==> src/rtl/muldiv_seq.sv <==
// Multi-cycle radix-2 multiply/divide sequencer that owns the HI/LO pair.
// Shift-add multiply, restoring divide, sign fix-up in a final state.
module muldiv_seq #(
  parameter int XLEN = 32
) (
  input  logic            clk,
  input  logic            rst_n,
  input  logic            start,
  input  logic [2:0]      op,
  input  logic [XLEN-1:0] x,
  input  logic [XLEN-1:0] y,
  input  logic            hilo_rd,
  input  logic            flush,
  output logic            busy,
  output logic            done,
  output logic            stall,
  output logic [XLEN-1:0] hi,
  output logic [XLEN-1:0] lo
);

  localparam int CW = $clog2(XLEN) + 1;

  typedef enum logic [1:0] {IDLE, CALC, SIGN} state_t;

  state_t state, state_n;

  logic [XLEN-1:0] acc, quo, mcand, xr;
  logic [CW-1:0]   cnt;
  logic            is_div, neg_q, neg_r, divz;

  logic            accept, sx, sy;
  logic [XLEN-1:0] xm, ym;
  logic [XLEN:0]   msum, dt;
  logic            dge;
  logic [XLEN-1:0] dsub, q_s, r_s;
  logic [2*XLEN-1:0] prod, prod_s;

  assign accept = (state == IDLE) & start & ~flush & ~op[2];
  assign sx     = ~op[0] & x[XLEN-1];
  assign sy     = ~op[0] & y[XLEN-1];
  assign xm     = sx ? -x : x;
  assign ym     = sy ? -y : y;

  assign busy  = (state != IDLE);
  assign stall = busy & (start | hilo_rd);

  // acc is the running high product / partial remainder, quo the low half / quotient
  assign msum = {1'b0, acc} + {1'b0, (quo[0] ? mcand : '0)};
  assign dt   = {acc, quo[XLEN-1]};
  assign dge  = dt >= {1'b0, mcand};
  assign dsub = dt[XLEN-1:0] - mcand;

  assign prod   = {acc, quo};
  assign prod_s = neg_q ? -prod : prod;
  assign q_s    = neg_q ? -quo : quo;
  assign r_s    = neg_r ? -acc : acc;

  always_ff @(posedge clk or negedge rst_n) begin
    if (!rst_n) state <= IDLE;
    else        state <= state_n;
  end

  always_comb begin
    state_n = state;
    unique case (state)
      IDLE: if (accept) state_n = CALC;
      CALC: begin
        if (flush)                      state_n = IDLE;
        else if (cnt == CW'(XLEN - 1))  state_n = SIGN;
      end
      SIGN:    state_n = IDLE;
      default: state_n = IDLE;
    endcase
  end

  always_ff @(posedge clk or negedge rst_n) begin
    if (!rst_n) begin
      acc    <= '0;
      quo    <= '0;
      mcand  <= '0;
      xr     <= '0;
      cnt    <= '0;
      is_div <= 1'b0;
      neg_q  <= 1'b0;
      neg_r  <= 1'b0;
      divz   <= 1'b0;
      hi     <= '0;
      lo     <= '0;
      done   <= 1'b0;
    end else begin
      done <= (state == SIGN) & ~flush;
      unique case (state)
        IDLE: begin
          if (accept) begin
            acc    <= '0;
            cnt    <= '0;
            xr     <= x;
            is_div <= op[1];
            neg_q  <= sx ^ sy;
            neg_r  <= sx;
            divz   <= op[1] & (y == '0);
            mcand  <= op[1] ? ym : xm;
            quo    <= op[1] ? xm : ym;
          end else if (start & ~flush & (op == 3'd4)) begin
            hi <= x;
          end else if (start & ~flush & (op == 3'd5)) begin
            lo <= x;
          end
        end
        CALC: begin
          if (!flush) begin
            cnt <= cnt + 1'b1;
            if (is_div) begin
              acc <= dge ? dsub : dt[XLEN-1:0];
              quo <= {quo[XLEN-2:0], dge};
            end else begin
              acc <= msum[XLEN:1];
              quo <= {msum[0], quo[XLEN-1:1]};
            end
          end
        end
        SIGN: begin
          if (!flush) begin
            if (!is_div) begin
              hi <= prod_s[2*XLEN-1:XLEN];
              lo <= prod_s[XLEN-1:0];
            end else if (divz) begin
              hi <= xr;
              lo <= '1;
            end else begin
              hi <= r_s;
              lo <= q_s;
            end
          end
        end
        default: ;
      endcase
    end
  end

endmodule

==> config.mk <==
export PLATFORM = sky130hd
export DESIGN_NAME = muldiv_seq
export DESIGN_NICKNAME = d
export VERILOG_FILES = /design/src/rtl/muldiv_seq.sv
export SDC_FILE = /design/constraint.sdc
export NUM_CORES = 1
export LEC_CHECK = 0
export BUFFER_PORTS_ARGS = -buffer_cell sky130_fd_sc_hd__buf_4
export CORE_ASPECT_RATIO = 1.4
export CORE_MARGIN = 5
export CORE_UTILIZATION = 53
export DETAILED_ROUTE_END_ITERATION = 12
export GPL_TIMING_DRIVEN = 0
export PLACE_DENSITY = 0.73
export SLEW_MARGIN = 20
export SYNTH_ARGS = -nofsm -noshare
export SYNTH_HDL_FRONTEND = slang
export SYNTH_SLANG_ARGS = --single-unit
==> constraint.sdc <==
create_clock -name clk -period 8.75 [get_ports clk]
set_input_delay 1.3125 -clock clk [delete_from_list [all_inputs] [get_ports clk]]
set_output_delay 1.3125 -clock clk [all_outputs]
set_load 0.005 [all_outputs]
==> flow_summary.yaml, run 1 <==
clocking:
  clkSinkCount: 205
  path_clk_slew_ps: 70
  cts_setup_buffers: 0
  clock_path_buffers: 3
  htree_levels: 1
  numCtsBuffers: 23
  cts_tree: "yes"
  post_cts_resized: 0
  clk_latency_ps: 550
  clockRootBuffer: "clkbuf_16"
  ctsHoldBuffers: 0
detailed_routing:
  vias_per_cell: 6.63
  drtIter0Drc: 2230
  wl_per_cell_um: 26.8
  antenna_left: 0
  drc_errors: 0
  dr.pass1.iters: 9
  vias: 19200
  wirelength_mm: 77.8
floorplanning:
  core_area_sq_um: 32300
  start_util: 0.533
  die_y_um: 223
  die_x_um: 162
  fp.dieArea_sq_um: 36300
  rows: 78
  io_pins: 139
placed_design:
  post-place-ws_ps: 4030
  portBuffers: 128
  dp_cells: 2860
  place_congestion: 1.07
  hpwlAfterDp_mm: 60.4
synthesis:
  syn_nets: 2433
  synth-seq-area-share: 0.298
  synth.most_common_cell: "nand2_1"
  async_flop_share: 1.00
  post_synth_instance_area_sq_um: 17200
  synth-adder-area-share: 0.0524
  synth_top_area_share: 0.298
  yosysWarnings: 0
  avgSynthCellArea_sq_um: 7.52
  ys_ff_latch: 205
  synth_edf_count: 0
  synth_top_family_by_area: "compound AO/OA/AOI/OAI gates"
  synth_cells: 2290
  ys_types: 80
  synth_top_cells_by_count: "nand2_1 (328), o21ai_0 (240), nor2_1 (228)"
  synth_xor_area_frac: 0.0819
  synth_area_leader_cell: "dfrtp_1"
  synth_mux_area_frac: 0.0458
  synth-simple-area-share: 0.211
  synthTopCellsByArea: "dfrtp_1 (30%), nand2_1 (7.1%), o21ai_0 (7.0%)"
  synth_top_flop_cell: "dfrtp_1"
  synth_compound_area_frac: 0.261
critical_path:
  cp.required_ps: 9190
  arrival_ps: 5330
  end_kind: "register"
  worstPathMaxFanout: 10
  cp_cell_sequence: "inv_1 > clkbuf_1 > nor2_1 > ha_1 > nand2b_1 > a21oi_1 > o21bai_1 > a21oi_1 > a21oi_1 > o31ai_1 > a41oi_1 > xor2_1 > o32ai_1 > a22o_1"
  crit_family: "compound AO/OA/AOI/OAI gates"
  start_kind: "register"
  cp_slowest_stage_delay_ps: 850
  crit_buf_inv: 2
  cp_slowest_cell: "o31ai_1"
  cp_common_cell: "a21oi_1"
  crit_type: "reg -> reg"
timing:
  drv_slew: 0
  skew_ps: 18.8
  tightest_slew_ps: 1190
  max_slew_margin: 0.206
  finalSetupViolations: 0
  rsz0062_at_grt: "false"
  tns_ps: 0
  max_clock_freq_mhz: 204
  period_needed_ps: 4890
  finalHoldViolCount: 0
  worst_slack_ps: 3860
  timing.final.crit_share: 0.559
grt:
  grt_pass1_wl_mm: 115
  gr-total-overflow: 0
  antenna_found_initial: 0
  first_global_vias: 19000
  grt_usage: 0.419
  grt_max_degree: 77
pwr:
  power_mw: 5.99
  p_per_area_nw_per_um2: 305
  ir_drop_uv: 209
  leakagePower_nw: 8.54
cells_and_area:
  post-route-util: 0.607
  nets: 2588
  synthToLayoutAreaGrowth_pct: 13.8
  drive_above_1_share: 0.0849
  instances_no_fill: 2902
  diodes: 0
status:
  status: "completed"
hold_path:
  hp-class: "reg -> reg"
job:
  maxCapViolations: 0
[flip-flops by register name (all words and copies together) (netlist names), 2 cells and up]
| signal | count |
|---|---|
| xr | 32 |
| state | 2 |
| cnt | 6 |
| acc | 32 |
| quo | 32 |
| mcand | 32 |
| lo | 32 |
| hi | 32 |
[logic make-up (layout without fill, tap and decap cells)]
kind of cell / Yosys count / count (layout)
AO/OA/AOI/OAI: 745 / 745
XOR/XNOR: 161 / 161
adder cells (fa/ha/maj): 71 / 71
buffers and inverters: 229 / 401
flip-flops: 205 / 205
multiplexers: 78 / 78
AND/OR/NAND/NOR: 801 / 801
[report_power, final]
part	internal (mW)	leakage, nW	switching (mW)
Clock	0.607	0.392	0.449
Sequential	1.19	2.56	0.397
Combinational	1.26	5.59	2.08
[layer usage]
| layer | part of all wire | GRT usage |
|---|---|---|
| met3 | 0.098 | 0.0767 |
| met4 | 0.098 | 0.314 |
| met1 | 0.34 | 0.487 |
| met5 | 0 | 0 |
| met2 | 0.46 | 0.683 |
[metrics by stage]
step                hold WS, ps  area (sq um)
finish                      477         19600
global placement            456         18700
detailed placement          459         18800
global route                490         19600
floorplan                   440         17200
CTS                         476         19600
[cell type report]
type	count	area (sq um)
Buffer	159	608
Clock buffer	30	632
Clock inverter	12	161
Fill cell	2989	12700
Inverter	70	263
Multi-Input combinational cell	1856	11200
Sequential cell	205	5130
Tap cell	440	551
Timing Repair Buffer	130	1020
[cells in the final DEF (no fill, tap or decap), types with 8 or more instances in the layout]
cell type    n
nand2b_1    27
o211ai_1    25
inv_1       70
clkbuf_1   154
nand2_1    328
buf_4      127
o21ai_0    240
nor3_1      42
or2_2        9
or3_1       19
a31oi_1     18
o21a_1      13
and3_1      18
xor2_1      49
o21bai_1    10
a211oi_1    12
and2_1       8
nor2b_1     17
nand4_1     14
a22oi_1     11
nor4_1      13
ha_1        69
nor2_1     228
mux2i_1     71
xnor2_1    112
a311oi_1    10
clkbuf_16   23
o21ai_1     10
nand3_1     37
or4_1       12
o41ai_1     13
a21oi_1    221
o31ai_1     24
o22ai_1     43
a21o_1      28
dfrtp_1    205
[path summary, 6_finish.rpt]
check,startpoint,end,slack (ps),cells past startpoint
worst max-delay path,quo[0],acc[23],3860,14
worst max register to register,quo[0],acc[23],3860,14
max in group asynchronous,rst_n,hi[21],7280,2
worst min-delay path,xr[24],xr[24],480,2
min in group asynchronous,rst_n,quo[10],670,1
worst min register to register,xr[24],xr[24],480,2
[worst min-delay path: stages, from the launching register on]
cell and delay, ps:
dfrtp_1 340, nand2_1 50, nand2_1 60
(Power assumes the default switching activity.)
==> run 2, diff against run 1 <==
PLACE_DENSITY = 0.76   (was 0.73)
clock period = 4.3 ns   (was 8.75 ns; I/O delays follow)
==> run 2 against run 1 <==
Net effect:
- setup slack lost 3800 ps
- sequential share of layout area about the same
- global-route usage fell by 0.89 points
- sequential power rose by 100%
- register-to-register slack got worse by 3800 ps
- clock skew increased by 5.8 ps
- worst hold slack lost 120 ps
- critical path depth stayed put
- design area rose by 0.15%
- first-iteration DRC count fell by 8.5%
- highest routed layer unchanged
- die area unchanged
==> flow_summary.yaml, run 2 (synthesis gave the netlist of run 1 again) <==
grt:
  grt_usage: 0.410
  grt_pass1_wl_mm: 113
  gr-total-overflow: 0
  first_global_vias: 18600
  antenna_found_initial: 2
  grt_max_degree: 102
timing:
  max_slew_margin: 0.280
  rsz0062_at_grt: "false"
  period_needed_ps: 4210
  max_clock_freq_mhz: 237
  tightest_slew_ps: 1080
  finalHoldViolCount: 0
  timing.final.crit_share: 0.979
  skew_ps: 24.6
  drv_slew: 0
  tns_ps: 0
  finalSetupViolations: 0
job:
  maxCapViolations: 0
placed_design:
  dpl_cell_area_sq_um: 18800
  dp_cells: 2860
  place_congestion: 1.07
  hpwlAfterDp_mm: 59.6
  portBuffers: 128
critical_path:
  r2r_end: "acc[23]"
  end_kind: "register"
  cp-startpoint: "quo[0]"
  crit_end: "acc[23]"
  worstPathMaxFanout: 10
  crit_type: "reg -> reg"
  arrival_ps: 4660
  start_kind: "register"
  worst-r2r-setup-slack_ps: 90
  r2r-start: "quo[0]"
  ff2ff_path_depth: 14
  cp.required_ps: 4750
detailed_routing:
  vias: 19200
  drtIter0Drc: 2041
  dr.pass1.iters: 8
  antenna_left: 0
  drc_errors: 0
  wirelength_mm: 76.9
  vias_per_cell: 6.62
  wl_per_cell_um: 26.5
cells_and_area:
  drive_above_1_share: 0.0885
  final_common_cell: "nand2_1"
  stdcell_area_sq_um: 19600
  synthToLayoutAreaGrowth_pct: 14.0
  multi_input_area_sq_um: 11300
  seq_area_sq_um: 5130
  fillers: 3004
  post-route-util: 0.608
  layout_common_cells: "nand2_1 (328), o21ai_0 (239), nor2_1 (228)"
  instances_no_fill: 2904
  nets: 2590
floorplanning:
  rows: 78
  core_area_sq_um: 32300
  io_pins: 139
  die_x_um: 162
  fp.dieArea_sq_um: 36300
  die_y_um: 223
  start_util: 0.533
clocking:
  numCtsBuffers: 24
  htree_levels: 1
  path_clk_slew_ps: 70
  clk_latency_ps: 570
  clock_path_buffers: 3
  clockRootBuffer: "clkbuf_16"
  cts_tree: "yes"
  clkSinkCount: 205
  cts_setup_buffers: 0
pwr:
  ir_drop_uv: 324
  leakagePower_nw: 8.54
  p_per_area_nw_per_um2: 617
  power_mw: 12.1
status:
  status: "completed"
hold_path:
  hp-start: "x[22]"
  hp-class: "in -> reg"
run 2: changes by cell type in the layout (fill, tap and decap cells not counted), sizes merged:
cell / change
bufinv: -2
clkinv: +3
clkinvlp: +3
diode: +1
dlygate4sd3: +1
inv: -4
run 2: through the flow:
step                worst slack, ps  hold slack (ps)
floorplan                      1080              349
global route                   24.5              364
CTS                            41.0              343
global placement               -468              457
finish                         88.5              355
detailed placement             -432              457
run 2: worst min path at each step:
stage | endpoint | cells past startpoint
2_1_floorplan | acc[0] | 0
3_3_place_gp | xr[8] | 2
3_5_place_dp | xr[17] | 2
4_1_cts | xr[24] | 3
5_1_grt | xr[4] | 3
6_report | xr[22] | 3
run 2: timing repair:
action / in CTS / in global routing
resized for setup: 4 / 10
endpoints found under the hold margin: 13 / 0
hold buffers: 1 / 0
endpoints found under the setup margin: 9 / 16
run 2: cell type report:
| class | count | area share |
|---|---|---|
| multi-input cells | 1856 | 0.574 |
| flip-flops and latches | 205 | 0.261 |
| repair buffers | 131 | 0.0526 |
| clock buffers | 30 | 0.0333 |
| plain buffers | 159 | 0.0312 |
| well taps | 440 | 0.0280 |
| inverters | 70 | 0.0134 |
| clock inverters | 12 | 0.00605 |
| diodes | 1 | 0.000127 |
run 2: critical path, stage by stage (launching register included):
cell and delay (ps):
dfrtp_1 560, inv_1 320, clkbuf_2 330, nor2_1 90, ha_1 340, nand2b_1 130
a21oi_1 300, o21bai_1 190, a21oi_2 300, a21oi_1 220, o31ai_4 400, a41oi_1 190
xor2_1 350, o32ai_1 160, a22o_1 220
run 2: routing by layer:
| layer | share of wire | GRT usage |
|---|---|---|
| met5 | 0 | 0 |
| met2 | 0.46 | 0.664 |
| met4 | 0.097 | 0.318 |
| met3 | 0.090 | 0.0784 |
| met1 | 0.35 | 0.474 |
run 2: report_power, final:
part	switching (mW)	internal (mW)	total [mW]
sequential	0.796	2.43	3.22
combinational	4.24	2.58	6.81
clock	0.930	1.15	2.08
